`src/rtl/core_round_scheduler.sv`:
```
// rtl/core_round_scheduler.sv - routes tasks to mining cores, tracks round completion, serialises found events
module core_round_scheduler #(
  parameter int          CORES_QNT   = 4,
  parameter logic [31:0] TIMEOUT_CYC = 32'd1000000
) (
  input  logic                 i_clk,
  input  logic                 i_n_reset,
  input  logic                 i_task_nf,
  input  logic [15:0]          i_task_core_num,
  input  logic                 i_gen_term,
  input  logic [CORES_QNT-1:0] i_core_done,
  input  logic [CORES_QNT-1:0] i_core_found,
  output logic [CORES_QNT-1:0] o_core_load,
  output logic                 o_core_abort,
  output logic                 o_tasks_sr_ack,
  output logic                 o_found_nf,
  output logic [3:0]           o_found_core_num,
  output logic [31:0]          o_rounds_qnt,
  output logic                 o_timeout,
  output logic                 o_dup_err,
  output logic                 o_bf
);

  localparam logic [CORES_QNT-1:0] ALL_ONES = '1;

  typedef enum logic [1:0] {IDLE, LOAD, RUN, ACK} state_t;

  state_t               state, state_next;
  logic [CORES_QNT-1:0] loaded, loaded_next;
  logic [CORES_QNT-1:0] pending, pending_next;
  logic [CORES_QNT-1:0] load_next;
  logic [CORES_QNT-1:0] task_sel;
  logic [CORES_QNT-1:0] found_mask, found_pick;
  logic [31:0]          tmo_cnt, tmo_cnt_next;
  logic [31:0]          rounds_next;
  logic                 abort_next, ack_next, timeout_next, dup_next;
  logic [3:0]           found_num;

  // Out-of-range core numbers simply match no bit, so they produce no strobe.
  always_comb begin
    task_sel = '0;
    for (int k = 0; k < CORES_QNT; k++)
      task_sel[k] = i_task_nf && (i_task_core_num == 16'(k));
  end

  always_comb begin
    state_next   = state;
    loaded_next  = loaded;
    pending_next = pending;
    tmo_cnt_next = tmo_cnt;
    load_next    = '0;
    abort_next   = 1'b0;
    ack_next     = 1'b0;
    timeout_next = o_timeout;
    dup_next     = o_dup_err;
    rounds_next  = o_rounds_qnt;
    if (i_gen_term) begin
      abort_next   = 1'b1;
      state_next   = IDLE;
      loaded_next  = '0;
      pending_next = '0;
      tmo_cnt_next = '0;
    end else begin
      case (state)
        IDLE: begin
          loaded_next  = '0;
          pending_next = '0;
          tmo_cnt_next = '0;
          if (i_task_nf) begin
            load_next    = task_sel;
            loaded_next  = task_sel;
            pending_next = task_sel;
            state_next   = LOAD;
          end
        end
        LOAD: begin
          if ((task_sel & loaded) != '0) begin
            dup_next = 1'b1;
          end else begin
            load_next    = task_sel;
            loaded_next  = loaded | task_sel;
            pending_next = pending | task_sel;
          end
          if (loaded == ALL_ONES)
            state_next = RUN;
        end
        RUN: begin
          tmo_cnt_next = tmo_cnt + 32'd1;
          pending_next = pending & ~i_core_done;
          // A timed-out round is closed like a finished one so the generator never stalls.
          if (pending_next == '0 || tmo_cnt_next == TIMEOUT_CYC) begin
            if (tmo_cnt_next == TIMEOUT_CYC)
              timeout_next = 1'b1;
            state_next   = ACK;
            ack_next     = 1'b1;
            rounds_next  = o_rounds_qnt + 32'd1;
            loaded_next  = '0;
            pending_next = '0;
            tmo_cnt_next = '0;
          end
        end
        ACK:     state_next = LOAD;
        default: state_next = IDLE;
      endcase
    end
  end

  always_ff @(posedge i_clk or negedge i_n_reset) begin
    if (!i_n_reset) begin
      state          <= IDLE;
      loaded         <= '0;
      pending        <= '0;
      tmo_cnt        <= '0;
      o_core_load    <= '0;
      o_core_abort   <= 1'b0;
      o_tasks_sr_ack <= 1'b0;
      o_rounds_qnt   <= '0;
      o_timeout      <= 1'b0;
      o_dup_err      <= 1'b0;
    end else begin
      state          <= state_next;
      loaded         <= loaded_next;
      pending        <= pending_next;
      tmo_cnt        <= tmo_cnt_next;
      o_core_load    <= load_next;
      o_core_abort   <= abort_next;
      o_tasks_sr_ack <= ack_next;
      o_rounds_qnt   <= rounds_next;
      o_timeout      <= timeout_next;
      o_dup_err      <= dup_next;
    end
  end

  // Descending scan so the lowest set index is the one left selected.
  always_comb begin
    found_pick = '0;
    found_num  = 4'd0;
    for (int k = CORES_QNT - 1; k >= 0; k--) begin
      if (found_mask[k]) begin
        found_pick    = '0;
        found_pick[k] = 1'b1;
        found_num     = 4'(k);
      end
    end
  end

  // A fresh pulse on the bit being reported is ORed back in after the clear.
  always_ff @(posedge i_clk or negedge i_n_reset) begin
    if (!i_n_reset)
      found_mask <= '0;
    else
      found_mask <= (found_mask & ~found_pick) | i_core_found;
  end

  assign o_found_nf       = |found_mask;
  assign o_found_core_num = found_num;
  assign o_bf             = (state != IDLE);

endmodule

```
`config.mk`:
```
export PLATFORM = sky130hd
export DESIGN_NAME = core_round_scheduler
export DESIGN_NICKNAME = d
export VERILOG_FILES = /design/src/rtl/core_round_scheduler.sv
export SDC_FILE = /design/constraint.sdc
export NUM_CORES = 1
export LEC_CHECK = 0
export ABC_AREA = 1
export CAP_MARGIN = 5
export CORE_ASPECT_RATIO = 1.1
export CORE_UTILIZATION = 55
export CTS_CLUSTER_DIAMETER = 150
export DETAILED_ROUTE_END_ITERATION = 16
export PLACE_DENSITY = 0.88
export SLEW_MARGIN = 30
export SYNTH_ARGS = -nofsm -noshare
export SYNTH_HDL_FRONTEND = slang
export SYNTH_SLANG_ARGS = --single-unit
```
`constraint.sdc`:
```
create_clock -name i_clk -period 3.05 [get_ports i_clk]
set_input_delay 0.4575 -clock i_clk [delete_from_list [all_inputs] [get_ports i_clk]]
set_output_delay 0.4575 -clock i_clk [all_outputs]
set_load 0.02 [all_outputs]
```
# After elaboration in Yosys (flattened, before gate mapping)
# Cells that the tools add are included.
# word_totals
register_bits	86
input_bits	28
output_inout_bits	46
elab_cells	85
# classes
n_addsub	2
eq_ne	12
muxes	32
n_bitwise	9
n_reduce_logical	19
# op_table
cell	n
32-bit by 1-bit adder with 32-bit output (second input constant)	2
32-bit 2-to-1 mux	2
32-bit case mux with 2 select lines	1
4-bit 2-to-1 mux	15
16-bit by 2-bit == test with 1-bit output (second input constant)	2
32-bit by 20-bit == test with 1-bit output (second input constant)	1
4-bit case mux with 3 select lines	2
16-bit by 1-bit == test with 1-bit output (second input constant)	1
16-bit logical NOT	1
4-bit AND	3
2-bit 2-to-1 mux	6
3-bit inequality test (second input constant)	4
4-bit OR	3
3-bit AND reduction	4
4-bit inverter	2
2-bit case mux with 4 select lines	1
4-bit case mux with 2 select lines	1
4-bit nonzero test	2
2-bit == test (second input constant)	2
4-bit == test (second input constant)	1
1-bit logical AND	4
4-bit logical NOT	1
1-bit 2-to-1 mux	4
4-bit AND reduction	1
other kinds (8)	8

# Logic depth before layout (Yosys ltp)
# logic_depth
ltp_word	7
ltp_mapped	18
depth_no_buf	17

# Least setup slack after synthesis
# Ideal clock, no wire load.
# synth_timing
path_kind	register to register
start	reg tmo_cnt[1]
end	reg o_rounds_qnt[20]
setup_time_ns	0.117
t_arrival_ns	2.085
t_required_ns	2.933
slack_ns	0.848
stages_incl_launch_ff	19
path_buffers	2
synth_period_minus_slack_ns	2.202
cell_sequence	dfrtp_1 ha_1 nand2_2 nor2_4 nand2_1 nor2_2 nand2_1 nand2_1 nand2_1 nor2_1 nand2_1 nor2_1 nand3_2 nand2_2 nand2_2 buf_6 buf_6 nand2_1 nand2_1
# synth_via
elab_chain_cells	4
# synth_lines
element	line_no	text
from (decl)	34	logic [31:0] tmo_cnt, tmo_cnt_next;
from (signal assigned)	124	tmo_cnt <= tmo_cnt_next;
32-bit by 1-bit adder with 32-bit output	88	tmo_cnt_next = tmo_cnt + 32'd1;
32-bit by 20-bit == test with 1-bit output	91	if (pending_next == '0 || tmo_cnt_next == TIMEOUT_CYC) begin
1-bit logical OR	91	
3-bit AND reduction (no source line)	-	
to (signal assigned)	128	o_rounds_qnt <= rounds_next;
to (decl)	18	output logic [31:0] o_rounds_qnt,
# Every way passes these cells.
# A chain may end at the register's enable or synchronous reset.

# Final worst setup path
# layout_timing
start	reg tmo_cnt[1]
end	reg o_rounds_qnt[10]
# The elaborated chain is that of the path after synthesis.

==> metrics <==
Slew HR=55.13%; CTS tree=yes; hold_buf cts=0; Final setup viols=0; highest-delay cell along the critical path=dfrtp_1; via count=5,715; via-per-instance ratio=5.392; FILL cells=slightly below 900; post-layout minimum cycle time=around 2700 ps; Synth Area in Compound Gates=6.546%; Ys Warns=0; crit share post-route=88.52%; clock root buffer=clkbuf_8; die footprint=0.01080 mm2; Clk pin slew, worst setup/hold paths=90 ps; Yosys top cell area share=37.65%; grt ovf=0; Netlist Area Pre-Place=~0.0057 mm2; Post-DP HPWL=10,330 um; wire length per cell=13.28 um; cell taking the most area after synthesis=dfrtp_1; largest family of logic cells by synthesized area=simple AND/OR/NAND/NOR gates; Rows=38; diode count=0; worst skew pair latency=370 ps; Slew Viols, Final=0; Final nets=between 900 and 1,000; pwr dens=502.4 mW/mm2; port bufs=71; Num CTS Buffers=9; die height=108.9 um; simple logic cell fraction of the synthesized area=41.13%; max frequency=370.4 MHz; Power Internal=2.309 mW; die width=99.20 um; CP bufs+invs=1; adder-cell share of the synthesized area=1.095%; Tightest Hold Check Type=in2async; max-cap violations=0; top post-synthesis cells by area=dfrtp_1, nand2_1, nor2_1, inv_1, xor2_1; Total GRT Usage=28.04%; Pleak=between 3 and 4 nW; Placer Congestion=about 0.99; most frequent cell after synthesis=nand2_1; Setup TNS=0 ps; # IOs=74; Clock Skew=11.20 ps; most used cell, CP=nand2_1; synthesis-to-layout area growth=19.51%; Peak VDD IR=384.2 uV; required time worst endpoint=3360 ps; 1st-iter DRT viols=366; crit-path cells=ha_1 > nand2_2 > nor2_4 > nand2_2 > nor2_1 > nand2_1 > nand2_1 > nand2_1 > nor2_1 > nand2_1 > nor2_2 > nand3_2 > nand2_2 > nand2_2 > clkinv_2 > nand2_1 > nand2_1; most common library cells after synthesis=nand2_1, nor2_1, inv_1; vias in the first global route=between 5,000 and 6,000; worst-path fanout max=26; core region area=0.009985 mm2; H-Tree Depth=3; Mean Syn Cell Area=6.600 um2; CP arrival=around 3000 ps; Final ANT Viol Nets=0; Core Util, Final=68.41%; ys async rst share=100.0%; clock share of power=33.4%; CP startpoint kind=flip-flop; Clock Path Buffers=2; post-synth cell types=34; Worst-Margin Slew=673.1 ps; CP Capture Type=flip-flop; outcome=finished, final reports clean; Synth Register Bits=86; DRC viols=0; Sw Ratio=32.70%; Logic pwr share=27.0%; Post-synth EDFFs=0; share of layout cells above drive strength 1=5.532%; switching power=1.122 mW; Reg power frac=about two fifths; CTS Sinks=86; Initial Utilization=57.24%; family with the most delay on the worst path=simple AND/OR/NAND/NOR gates; register area share after synthesis=37.65%; DRT Wirelength=14,080 um; first-pass GRT wire length=around 24,000 um; synthesized instance count=around 870; Post-Synth XOR/XNOR Area=under 10%; dominant synthesized flop cell=dfrtp_1; Hold Vio Cnt, Final=0; RSZ-0062 raised after global routing=false; TritonRoute pass-1 iters=5; slowest stage delay, CP=410 ps; initial antenna violation count=0; largest net degree at the start of global routing=55; mux contribution to synthesized area=0%; worst setup path category=reg2reg
## kinds of logic (layout without fill, tap and decap cells)
| group | count (synthesis) | count (layout) |
|---|---|---|
| flip-flops | 86 | 86 |
| AO/OA/AOI/OAI | 66 | 66 |
| AND/OR/NAND/NOR | 562 | 562 |
| other | 1 | 2 |
| buffers and inverters | 110 | 183 |
| adder cells (fa/ha/maj) | 5 | 5 |
| XOR/XNOR | 36 | 36 |
## sequential cells by signal, summed over array words and instances (netlist names)
signal,flops
o_rounds_qnt,32
tmo_cnt,32
found_mask,4
loaded,4
o_core_load,4
pending,4
state,2
o_core_abort,1
o_dup_err,1
o_tasks_sr_ack,1
o_timeout,1
## stage by stage
stage / setup slack, ps / instances / total power, mW / cell area (um2) / hold slack [ps]
floorplan: 848.2 / 867 / 1.970 / 5719 / 161.9
global placement: 351.3 / 1044 / 2.279 / 6533 / 459.4
detailed placement: 260.1 / 1044 / 2.292 / 6533 / 464.2
CTS: 325.0 / 1060 / 3.443 / 6824 / 139.8
global route: 2.819 / 1060 / 3.625 / 6830 / 171.9
finish: 350.2 / 1060 / 3.432 / 6830 / 119.0
## per-layer routing
layer	up-vias	global-route usage (%)	wire length (um)
met5	-	0	0
met4	0	10.40	299
met3	34	5.064	835
met2	199	48.25	6801
met1	2620	35.50	6140
li1	2862	-	-
## power by group through the flow
stage	clock network (mW)	logic, mW	registers (mW)
after global placement	0	0.904	1.37
after global routing	1.21	1.04	1.37
after detailed placement	0	0.917	1.38
after floorplan	0	0.558	1.41
final	1.15	0.926	1.36
after CTS	1.16	0.923	1.36
## cell usage in the layout, fill, tap and decap left out, types with 2 or more instances in the layout
cell,n
inv_6,2
nor2_2,5
o21bai_1,3
nor2_1,109
and2_1,2
nor2_4,5
clkbuf_8,9
o21ai_0,26
nand3_2,2
nor3_1,15
nand3_1,46
xor2_1,27
a21oi_1,13
or2_2,8
conb_1,2
buf_12,2
xnor2_1,9
nand2_1,338
inv_1,87
dfrtp_1,86
clkdlybuf4s50_1,70
a211oi_1,2
ha_1,5
nand4_1,15
o22ai_1,18
buf_4,6
nand2_2,6
nor4_1,9
bufinv_16,5
## worst paths after layout
| kind | startpoint | end | slack (ps) | cells after the start |
|---|---|---|---|---|
| setup / recovery | tmo_cnt[1]$_DFFE_PN0P_ | o_rounds_qnt[10]$_DFFE_PN0P_ | 350 | 17 |
| hold / removal | i_n_reset | tmo_cnt[9]$_DFFE_PN0P_ | 120 | 1 |
| setup reg to reg | tmo_cnt[1]$_DFFE_PN0P_ | o_rounds_qnt[10]$_DFFE_PN0P_ | 350 | 17 |
| hold reg to reg | o_dup_err$_DFFE_PN0P_ | o_dup_err$_DFFE_PN0P_ | 480 | 1 |
| max in group asynchronous | i_n_reset | o_rounds_qnt[29]$_DFFE_PN0P_ | 2310 | 2 |
| min in group i_clk | o_dup_err$_DFFE_PN0P_ | o_dup_err$_DFFE_PN0P_ | 480 | 1 |
## layout make-up
class / instances / area [um2] / share of cell area, %
Timing Repair Buffer: 78 / 785.8 / 11.50
Sequential cell: 86 / 2152 / 31.51
Clock inverter: 7 / 167.7 / 2.455
Multi-Input combinational cell: 671 / 3115 / 45.61
Inverter: 89 / 335.3 / 4.909
Tap cell: 120 / 150.1 / 2.198
Clock buffer: 9 / 123.9 / 1.814
## what timing repair did
item / CTS / global route
setup buffers: 0 / 0
endpoints found under the setup margin: 0 / 62
resized for setup: 0 / 2
Note: power is estimated with default switching activity, not from simulation.
==> patch 1: new RTL, config.mk and constraints unchanged <==
The 4 states of `state_t` get a one-hot encoding in 4 bits.
--- a/src/rtl/core_round_scheduler.sv
+++ b/src/rtl/core_round_scheduler.sv
@@ -24,5 +24,5 @@
   localparam logic [CORES_QNT-1:0] ALL_ONES = '1;
 
-  typedef enum logic [1:0] {IDLE, LOAD, RUN, ACK} state_t;
+  typedef enum logic [3:0] {IDLE = 4'b0001, LOAD = 4'b0010, RUN = 4'b0100, ACK = 4'b1000} state_t;
 
   state_t               state, state_next;
Check against the original RTL: no difference found for any inputs over 4 cycles, from zero or initial values and one cycle with i_n_reset low; so few cycles prove little.
==> patch 1 against the unedited design <==
- power is 16% lower
- setup slack got worse by 0.066 ns
- cell count shrank 0.94%
- routed wire length down 4.3%
- cell area is 2.7% lower
- utilization down 1.2 points
- synthesized area fell by 1.7%
- sequential cell count rose by 2
- largest power group unchanged
==> patch 1: results (changes against the unedited design) <==
outcome: finished clean (unchanged)
register area share after synthesis: 39.2% (was 37.7%)
Leak: 0.00305 uW (was 0.00311 uW)
total number of vias: 5,518 (was 5,715)
Post-Route WL: 13,500 um (was 14,100 um)
Synth Area in Compound Gates: 5.84% (was 6.55%)
DRT iter0 DRCs: 440 (was 366)
hold_ws: 0.0928 ns (was 0.119 ns)
multi-input combinational area share: 44.1% (was 45.6%)
clk_skew: 0.00747 ns (was 0.0112 ns)
fraction of synthesized area in multiplexers: 0.178% (was 0%)
Layout fillers: 863 (was 872)
r2r worst-path depth: 15 (was 17)
share of cells above drive strength 1: 5.16% (was 5.53%)
first-pass GRT wire length: 22,900 um (was 24,200 um)
RePlAce Congestion: 0.934 (was 0.991)
layout buffering overhead excluding clock cells: 11.7% (was 11.5%)
clk cell area share: 2.94% (was 4.27%)
dpl hpwl: 9820 um (was 10,300 um)
worst vdd ir: 496 uV (was 384 uV)
syn avg cell area: 6.60 um^2 (about the same)
vias in the first global route: 5,109 (was 5,417)
vias per cell: 5.26 (was 5.39)
#FFs+latches synth: 88 (was 86)
critical path startpoint: tmo_cnt[0] (was tmo_cnt[1])
Sw Ratio: 33.9% (was 32.7%)
placed standard-cell area: 6440 um^2 (was 6530 um^2)
Tot GR Track Use: 26.8% (was 28.0%)
Placed Cells incl. Taps: 1,034 (was 1,044)
Final Util: 67.2% (was 68.4%)
largest net degree at the start of global routing: 51 (was 55)
TritonRoute pass-1 iters: 7 (was 5)
Non-Clock Inverter Count: 103 (was 89)
multi-input gates: 645 (was 671)
reg2reg end: o_rounds_qnt[24] (was o_rounds_qnt[10])
sequential cell area: 2200 um^2 (was 2150 um^2)
clock buffers: 10 (was 9)
[patch 1: cell count changes after synthesis, moves of 3 or more]
| cell | delta |
|---|---|
| o21ai_1 | +3 |
| ha_1 | -3 |
| xor2_1 | -3 |
| nor2_1 | +3 |
| nand4_1 | -9 |
| clkbuf_1 | -4 |
| nor2_4 | -3 |
| nand2_1 | -7 |
| nor3_1 | +3 |
| inv_1 | +14 |
| a21oi_1 | -6 |
[patch 1: routing by layer]
layer | global-route usage, % | part of all wire, % | vias to the layer above
li1 | - | - | 2795
met1 | 36.4 | 45 | 2491
met2 | 44.0 | 47 | 209
met3 | 4.14 | 6.4 | 23
met4 | 9.28 | 1.6 | 0
met5 | 0 | 0 | -
[patch 1: power by group through the flow]
| stage | clock (uW) | combinational, uW | sequential [uW] |
|---|---|---|---|
| final | 826 | 692 | 1360 |
| after global placement | 0 | 667 | 1370 |
| after global routing | 884 | 767 | 1370 |
| after detailed placement | 0 | 675 | 1380 |
| after floorplan | 0 | 361 | 1400 |
| after CTS | 843 | 690 | 1350 |
==> patch 2: new RTL, same settings <==
Made on the original files. `CORES_QNT`: 4 -> 3.
--- a/src/rtl/core_round_scheduler.sv
+++ b/src/rtl/core_round_scheduler.sv
@@ -1,5 +1,5 @@
 // rtl/core_round_scheduler.sv - routes tasks to mining cores, tracks round completion, serialises found events
 module core_round_scheduler #(
-  parameter int          CORES_QNT   = 4,
+  parameter int          CORES_QNT   = 3,
   parameter logic [31:0] TIMEOUT_CYC = 32'd1000000
 ) (
Ports: changed (resized i_core_done, i_core_found and o_core_load); port bits go from 74 to 71. The function was not compared with the original's and may differ.
==> patch 2 against the unedited design <==
- cell area shrank 4.6%
- setup slack gained 0.0067 ns
- clock skew shrank 0.0026 ns
- power shrank 2.3%
- synthesized area shrank 3.5%
- synthesized cell count shrank 4.6%
- worst hold slack lost 0.0081 ns
- sequential cell count shrank 4
- routed wire length shrank 4.3%
- largest cell class unchanged
- largest power group unchanged
==> patch 2: results (changes against the unedited design) <==
P_sw: 1220 uW (was 1120 uW)
Layout fillers: 832 (was 872)
Port Buffers: 68 (was 71)
vias in the first global route: 4,934 (was 5,417)
dpl hpwl: 9970 um (was 10,300 um)
vias per cell: 5.38 (was 5.39)
GRT met3 Usage: 3.91% (was 5.06%)
worst vdd ir: 453 uV (was 384 uV)
outcome: finished clean (unchanged)
largest net degree at the start of global routing: 83 (was 55)
Least-Margin Pin Slew: 0.547 ns (was 0.673 ns)
Leak: 0.00279 uW (was 0.00311 uW)
post-CTS resize count: 0 (unchanged)
met2 Usage GRT: 44.3% (was 48.3%)
clk_skew: 0.00863 ns (was 0.0112 ns)
Tot GR Track Use: 26.9% (was 28.0%)
first-pass GRT wire length: 23,000 um (was 24,200 um)
share of cells above drive strength 1: 5.23% (was 5.53%)
RePlAce Congestion: 0.964 (was 0.991)
pre-CTS WS: 0.390 ns (was 0.260 ns)
register area share after synthesis: 37.2% (was 37.7%)
cts bufs inserted: 9 (unchanged)
crit path max fanout: 16 (was 26)
GR Util met1: 36.5% (was 35.5%)
Main synth FF type: dfrtp_1 (unchanged)
r2r startpoint: tmo_cnt[0] (was tmo_cnt[1])
CP required: 3.29 ns (was 3.36 ns)
top post-synthesis cells by area: dfrtp_1 (37%), nand2_1 (22%), nor2_1 (7.1%) (was dfrtp_1 (38%), nand2_1 (22%), nor2_1 (7.2%))
worst hold path class: in -> async (unchanged)
commonest cells in the netlist: nand2_1 (326), nor2_1 (105), dfrtp_1 (82) (was nand2_1 (338), nor2_1 (109), inv_1 (87))
# nets final: 926 (was 968)
maximum operating frequency: 0.371 GHz (was 0.370 GHz)
Syn. warnings: 0 (unchanged)
drt wl/cell: 13.3 um (about the same)
DRT iter0 DRCs: 302 (was 366)
Distinct cells, synth: 35 (was 34)
==> patch 2: cell count changes after synthesis, sizes merged, moves of 3 or more <==
cell / unedited run / this run
o22ai: 18 / 5
or2: 8 / 3
nand2: 344 / 333
o21ai: 27 / 47
nor3: 15 / 25
dfrtp: 86 / 82
a21oi: 13 / 7
nand3: 48 / 31
xnor2: 9 / 13
nand3b: 1 / 13
inv: 89 / 72
nor2: 119 / 116
xor2: 27 / 20
==> patch 2: kinds of logic after synthesis <==
logic type / share of synthesized area (%)
buffers and inverters: 7.17
DFF: 37.2
adders and majority gates: 1.13
and+or+nand+nor: 42.4
xor gates and xnor gates: 5.24
other: 0.0680
AOI/OAI and AO/OA: 6.72
==> patch 2: final timing paths <==
check                                        end  cells after the start  slack, ns
worst max-delay path                   loaded[2]                     14       0.36
worst min-delay path                  tmo_cnt[7]                      2       0.11
worst max register to register         loaded[2]                     14       0.36
worst min register to register         o_dup_err                      1       0.48
max in group asynchronous       o_rounds_qnt[14]                      2       2.60
min in group i_clk                     o_dup_err                      1       0.48
==> patch 2: metrics by stage <==
step,hold WS [ns],power (uW),cell area (um^2),std cells,util [%]
after global placement,0.449,2450,6300,1001,66.0
final,0.111,3350,6520,1016,68.3
after CTS,0.129,3350,6520,1016,68.3
after floorplan,0.162,2050,5520,827,-
after detailed placement,0.454,2470,6300,1001,66.0
after global routing,0.129,3530,6520,1016,68.3
==> patch 2: final cells by class <==
cell class              instances  area share [%]
clock inverters                 4            1.17
clock buffers                  11            2.17
flip-flops and latches         82            31.5
repair buffers                 75            11.6
inverters                      73            4.22
well taps                     117            2.25
multi-input cells             654            47.1
==> patch 2: critical path, cell delays in order, from the launching register on <==
cell and delay (ns):
dfrtp_1 0.43, ha_1 0.23, nand2_2 0.09, nor2_4 0.19
nand2_2 0.11, nand2_1 0.09, nand2_1 0.05, nor2_1 0.13
nand3_1 0.10, nor3_1 0.31, nand3_2 0.18, nand3_2 0.30
nand2_1 0.19, nand2_1 0.10, o21ai_0 0.08
==> patch 2: layer usage <==
layer,routed length (um),part of all wire (%),up-vias
met5,0,0,-
met2,6430,48,169
met3,757,5.6,21
li1,-,-,2756
met4,190,1.4,0
met1,6100,45,2518
==> patch 2: power by group through the flow <==
stage	Sequential (uW)	Combinational [uW]	Clock [uW]
3_3_place_gp	1380	1060	0
5_1_grt	1390	1200	942
4_1_cts	1370	1090	895
3_5_place_dp	1380	1090	0
2_1_floorplan	1470	581	0
6_report	1370	1090	892
